===== src/rtl/contrast_stretch_apply.sv =====
// Contrast stretch, second pass: per-frame scale by restoring divide,
// then a one-pixel-per-clock remap from the source RAM into the destination RAM.
module contrast_stretch_apply #(
  parameter int DATA_WIDTH = 8,
  parameter int RAM_DEPTH  = 76800,
  parameter int ADDR_WIDTH = $clog2(RAM_DEPTH),
  parameter int FRAC_BITS  = 8
) (
  input  logic                  clk_i_stretch,
  input  logic                  rst_i_stretch,
  input  logic                  start_i_stretch,
  input  logic [DATA_WIDTH-1:0] min_i_stretch,
  input  logic [DATA_WIDTH-1:0] max_i_stretch,
  output logic                  rd_en_o_stretch,
  output logic [ADDR_WIDTH-1:0] rd_addr_o_stretch,
  input  logic [DATA_WIDTH-1:0] rd_data_i_stretch,
  output logic                  wr_en_o_stretch,
  output logic [ADDR_WIDTH-1:0] wr_addr_o_stretch,
  output logic [DATA_WIDTH-1:0] wr_data_o_stretch,
  output logic                  last_o_stretch,
  output logic                  busy_o_stretch,
  output logic                  done_o_stretch
);

  localparam int SCALE_W = DATA_WIDTH + FRAC_BITS;
  localparam int PROD_W  = DATA_WIDTH + SCALE_W;
  localparam int RES_W   = PROD_W - FRAC_BITS + 1;
  localparam int CNT_W   = $clog2(SCALE_W + 1);

  localparam logic [SCALE_W-1:0] NUMER =
    {{DATA_WIDTH{1'b1}}, {FRAC_BITS{1'b0}}};
  localparam logic [ADDR_WIDTH-1:0] LAST_ADDR =
    ADDR_WIDTH'(RAM_DEPTH - 1);
  localparam logic [DATA_WIDTH-1:0] PIX_MAX = '1;
  localparam logic [PROD_W:0] ROUND =
    (PROD_W + 1)'(1) << (FRAC_BITS - 1);

  typedef enum logic [2:0] {
    IDLE, DIV, STREAM, FLUSH, S_END
  } state_t;

  state_t state;

  logic [DATA_WIDTH-1:0] min_q;
  logic [DATA_WIDTH-1:0] range_q;
  logic                  bypass_q;
  logic [SCALE_W-1:0]    num_q;
  logic [DATA_WIDTH-1:0] rem_q;
  logic [SCALE_W-1:0]    quo_q;
  logic [CNT_W-1:0]      cnt_q;

  logic [DATA_WIDTH:0]   rem_sh;
  logic                  q_bit;

  assign rem_sh = {rem_q, num_q[SCALE_W-1]};
  assign q_bit  = rem_sh >= {1'b0, range_q};

  assign busy_o_stretch = state != IDLE;

  always_ff @(posedge clk_i_stretch or posedge rst_i_stretch) begin
    if (rst_i_stretch) begin
      state             <= IDLE;
      min_q             <= '0;
      range_q           <= '0;
      bypass_q          <= 1'b0;
      num_q             <= '0;
      rem_q             <= '0;
      quo_q             <= '0;
      cnt_q             <= '0;
      rd_en_o_stretch   <= 1'b0;
      rd_addr_o_stretch <= '0;
      done_o_stretch    <= 1'b0;
    end else begin
      done_o_stretch <= 1'b0;
      unique case (state)
        IDLE: begin
          if (start_i_stretch) begin
            min_q    <= min_i_stretch;
            range_q  <= max_i_stretch - min_i_stretch;
            bypass_q <= max_i_stretch <= min_i_stretch;
            num_q    <= NUMER;
            rem_q    <= '0;
            quo_q    <= '0;
            cnt_q    <= '0;
            state    <= DIV;
          end
        end
        DIV: begin
          num_q <= num_q << 1;
          rem_q <= DATA_WIDTH'(q_bit ? rem_sh - {1'b0, range_q}
                                     : rem_sh);
          quo_q <= {quo_q[SCALE_W-2:0], q_bit};
          cnt_q <= cnt_q + CNT_W'(1);
          if (cnt_q == CNT_W'(SCALE_W - 1)) begin
            rd_en_o_stretch   <= 1'b1;
            rd_addr_o_stretch <= '0;
            state             <= STREAM;
          end
        end
        STREAM: begin
          if (rd_addr_o_stretch == LAST_ADDR) begin
            rd_en_o_stretch <= 1'b0;
            state           <= FLUSH;
          end else begin
            rd_addr_o_stretch <= rd_addr_o_stretch + ADDR_WIDTH'(1);
          end
        end
        FLUSH: begin
          if (last_o_stretch) begin
            done_o_stretch <= 1'b1;
            state          <= S_END;
          end
        end
        S_END: state <= IDLE;
        default: state <= IDLE;
      endcase
    end
  end

  // v0: read issued last cycle, so rd_data is valid now
  logic                  v0;
  logic [ADDR_WIDTH-1:0] a0;
  logic                  p_v;
  logic [ADDR_WIDTH-1:0] p_addr;
  logic [DATA_WIDTH-1:0] p_raw;
  logic [PROD_W-1:0]     p_prod;
  logic [DATA_WIDTH-1:0] diff;
  logic [RES_W-1:0]      res;

  assign diff = (rd_data_i_stretch < min_q) ? '0
              : rd_data_i_stretch - min_q;
  assign res  = RES_W'(({1'b0, p_prod} + ROUND) >> FRAC_BITS);

  always_ff @(posedge clk_i_stretch or posedge rst_i_stretch) begin
    if (rst_i_stretch) begin
      v0                <= 1'b0;
      a0                <= '0;
      p_v               <= 1'b0;
      p_addr            <= '0;
      p_raw             <= '0;
      p_prod            <= '0;
      wr_en_o_stretch   <= 1'b0;
      wr_addr_o_stretch <= '0;
      wr_data_o_stretch <= '0;
      last_o_stretch    <= 1'b0;
    end else begin
      v0     <= rd_en_o_stretch;
      a0     <= rd_addr_o_stretch;
      p_v    <= v0;
      p_addr <= a0;
      p_raw  <= rd_data_i_stretch;
      p_prod <= PROD_W'(diff) * PROD_W'(quo_q);
      wr_en_o_stretch   <= p_v;
      wr_addr_o_stretch <= p_addr;
      last_o_stretch    <= p_v && (p_addr == LAST_ADDR);
      if (bypass_q)
        wr_data_o_stretch <= p_raw;
      else if (res > RES_W'(PIX_MAX))
        wr_data_o_stretch <= PIX_MAX;
      else
        wr_data_o_stretch <= res[DATA_WIDTH-1:0];
    end
  end

endmodule


===== config.mk =====
export PLATFORM = sky130hd
export DESIGN_NAME = contrast_stretch_apply
export DESIGN_NICKNAME = d
export VERILOG_FILES = /design/src/rtl/contrast_stretch_apply.sv
export SDC_FILE = /design/constraint.sdc
export NUM_CORES = 1
export LEC_CHECK = 0
export BUFFER_PORTS_ARGS = -buffer_cell sky130_fd_sc_hd__buf_2
export CAP_MARGIN = 0
export CORE_ASPECT_RATIO = 1.25
export CORE_MARGIN = 2
export CORE_UTILIZATION = 45
export CTS_CLUSTER_DIAMETER = 50
export CTS_CLUSTER_SIZE = 12
export DETAILED_ROUTE_END_ITERATION = 10
export PLACE_DENSITY_LB_ADDON = 0.15
export SYNTH_ARGS = -nofsm -noshare
export SYNTH_HDL_FRONTEND = slang
export SYNTH_SLANG_ARGS = --single-unit
export TNS_END_PERCENT = 10

===== constraint.sdc =====
create_clock -name clk_i_stretch -period 5.75 [get_ports clk_i_stretch]
set_input_delay 0.575 -clock clk_i_stretch [delete_from_list [all_inputs] [get_ports clk_i_stretch]]
set_output_delay 0.575 -clock clk_i_stretch [all_outputs]
set_load 0.005 [all_outputs]

==> results.sh <==
export IMPL_timing_worst_setup_path_type="flip-flop to flip-flop"
export IMPL_maxCapViolCount=0
export IMPL_root_buffer="clkbuf_16"
export IMPL_fin_nets=1447
export IMPL_die_y_um=178
export IMPL_nFillCells=2111
export IMPL_finalSetupViolCount=11
export IMPL_path_clk_slew_ns=0.07
export IMPL_core_region_area_um2=23700
export IMPL_hpwl_mm=18.4
export IMPL_ant_nets=0
export IMPL_grt_pass1_wl_mm=41.4
export IMPL_worst_pin_slew_ns=0.965
export IMPL_ys_top_cells_by_count="dfrtp_1, inv_1, nand2_1, and2_1, fa_1"
export IMPL_drc=0
export IMPL_synth_area_um2=10900
export IMPL_hold_slack_ns=0.297
export IMPL_hold_buffers=0
export IMPL_fin_ws_ns=-0.155
export IMPL_status="finished, violations left"
export IMPL_cp_max_fo=6
export IMPL_grt_ovfl_total=0
export IMPL_fmax_ghz=0.169
export IMPL_clock_latency_ns=0.43
export IMPL_ys_seq_area_share_pct=37.8
export IMPL_start_kind="flip-flop"
export IMPL_finalCriticalPeriod_ns=5.90
export IMPL_cts_sinks=164
export IMPL_track_usage_pct=20.7
export IMPL_die_x_um=143
export IMPL_routabilityCongestion=0.847
export IMPL_hold_class="input port to flip-flop"
export IMPL_wl_per_cell_um=15.3
export IMPL_synth_nets=1278
export IMPL_clockBufferDepth=2
export IMPL_finalCritPeriodShare_pct=103
export IMPL_grt_max_degree=165
export IMPL_io_pins=74
export IMPL_ys_types=58
export IMPL_cts_buffers=17
export IMPL_dr_pass1_iters=5
export IMPL_yosysMostFrequentCell="dfrtp_1"
export IMPL_wl_mm=24.5
export IMPL_io_buffer_count=73
export IMPL_violations="setup timing"
export IMPL_drt_initial_drc_count=291
export IMPL_fp_dieArea_um2=25400
export IMPL_crit_required_ns=6.11
export IMPL_crit_arrival_ns=6.26
export IMPL_clock_skew_ns=0.00716
export IMPL_synth_enable_flop_cells=0
export IMPL_async_flop_share_pct=100
export IMPL_ys_ff_latch=164
export IMPL_rsz0062_at_grt="true"
export IMPL_synth_flop_cell="dfrtp_1"
export IMPL_finalNonFillerCells=1603
export IMPL_report_final_slew_viol_count=0
export IMPL_relSlewSlack_pct=35.7
export IMPL_fp_row_count=63
export IMPL_grt_pass1_vias=8385
export IMPL_yosysTopAreaCell="dfrtp_1"
export IMPL_cts_tree="yes"
export IMPL_end_kind="flip-flop"
export IMPL_synthCells=1095
export IMPL_finalHoldViolCount=0
export IMPL_avgSynthCellArea_um2=9.92
export IMPL_synth_area_leaders="dfrtp_1, fa_1, ha_1, and2_1, inv_1"
export IMPL_dp_cells=1548
export IMPL_areaGrowthSynthToFinish_pct=24.3
export IMPL_antenna_found_initial=1
export IMPL_h_tree_depth=4
export IMPL_vias_per_cell=4.98
export IMPL_synth_top_area_share_pct=37.8
export IMPL_start_util_pct=45.8
export IMPL_ys_warn_count=0
export IMPL_vias=7987
export IMPL_drive_gt1_share_pct=24.4
-- flip-flops by register name, summed over array words and instances (netlist names), 3 cells and up --
name               count
p_prod                17
quo_q                 16
p_raw                  8
num_q                  8
a0                    17
rem_q                  8
range_q                8
wr_data_o_stretch      8
cnt_q                  5
wr_addr_o_stretch     17
min_q                  8
p_addr                17
rd_addr_o_stretch     17
state                  3
-- critical path: stages (launching register included) --
cell	delay, ns
dfrtp_1	0.39
buf_4	0.14
buf_4	0.13
fa_2	0.35
nand2b_4	0.15
a21o_1	0.18
nand2_2	0.07
a21o_1	0.16
a21oi_4	0.12
buf_6	0.16
nor2_4	0.23
and2_4	0.19
fa_1	0.43
fa_1	0.48
fa_1	0.50
inv_2	0.04
fa_1	0.51
inv_2	0.05
ha_4	0.24
and3_4	0.17
and3_4	0.17
o21ai_4	0.16
o311ai_4	0.16
and3_4	0.21
a221oi_2	0.28
xnor2_1	0.14
-- cells by family (layout without fill, tap and decap cells) --
logic type	Yosys count	in the layout	share of synthesized area, %
AND/OR/NAND/NOR	400	401	19.4
AO/OA/AOI/OAI	145	145	8.23
multiplexers	10	10	0.967
other	0	1	0
adder cells (fa/ha/maj)	156	156	23.9
flip-flops	164	164	37.8
buffers and inverters	175	356	6.07
XOR/XNOR	45	45	3.63
-- metrics by stage --
step / setup TNS [ns] / util, % / cell area, um^2 / worst slack [ns]
after global routing: -3.53 / 56.9 / 13500 / -0.349
final: -0.767 / 56.9 / 13500 / -0.155
after floorplan: -1.18 / - / 11200 / -0.137
after CTS: -1.27 / 56.2 / 13300 / -0.177
after global placement: -5.84 / 52.7 / 12500 / -0.476
after detailed placement: -7.58 / 52.7 / 12500 / -0.565
-- area by class of cell --
cell class              instances  area [um^2]  area share [%]
repair buffers                184         1310            9.72
flip-flops and latches        164         4110            30.4
clock buffers                  18          439            3.25
inverters                     140          531            3.93
multi-input cells             757         6540            48.4
well taps                     325          407            3.01
diodes                          1         2.50          0.0185
clock inverters                14          173            1.28
-- cell usage in the layout (no fill, tap or decap), types with 7 or more instances in the layout --
| master | netlist | routed |
|---|---|---|
| dfrtp_1 | 164 | 163 |
| inv_1 | 140 | 131 |
| nand2_1 | 117 | 114 |
| buf_4 | 0 | 99 |
| and2_1 | 96 | 92 |
| fa_1 | 86 | 82 |
| buf_2 | 1 | 73 |
| ha_1 | 70 | 57 |
| nor2_1 | 55 | 52 |
| o21ai_0 | 52 | 46 |
| nand3_1 | 33 | 30 |
| xnor2_1 | 26 | 26 |
| a21oi_1 | 34 | 23 |
| xor2_1 | 19 | 19 |
| clkbuf_16 | 0 | 17 |
| and4_1 | 18 | 15 |
| nor2b_1 | 15 | 14 |
| a21o_1 | 15 | 14 |
| nand4_1 | 13 | 13 |
| and3_1 | 16 | 13 |
| a21oi_2 | 1 | 11 |
| ha_4 | 0 | 11 |
| inv_2 | 0 | 8 |
| buf_12 | 0 | 8 |
| o21ai_1 | 6 | 7 |
-- what timing repair did --
item | in CTS | in global routing
endpoints found under the setup margin | 15 | 16
buffers inserted | 11 | 10
cloned | 1 | 0
endpoints found under the hold margin | 0 | 0
pin swaps | 29 | 46
resized for setup | 23 | 29
-- routing by layer --
metal | GRT usage [%] | up-vias | wire length (um)
met4 | 5.86 | 0 | 402
met2 | 37.6 | 121 | 12900
met1 | 25.1 | 3932 | 10400
met3 | 3.80 | 28 | 776
li1 | - | 3906 | -
met5 | 0 | - | 0
-- path summary, 6_finish.rpt --
kind	end	slack [ns]	from	cells past startpoint
max	p_prod[20]	-0.15	min_q[1]	25
min	p_raw[7]	0.30	rd_data_i_stretch[7]	1
max reg2reg	p_prod[20]	-0.15	min_q[1]	25
min reg2reg	p_addr[3]	0.34	a0[3]	0
max in group asynchronous	min_q[0]	4.68	rst_i_stretch	3
min in group asynchronous	p_raw[2]	0.33	rst_i_stretch	3
Power is left out: the tool's default activity adds up to more than one toggle a clock period on the data nets, which glitch-free logic cannot reach.
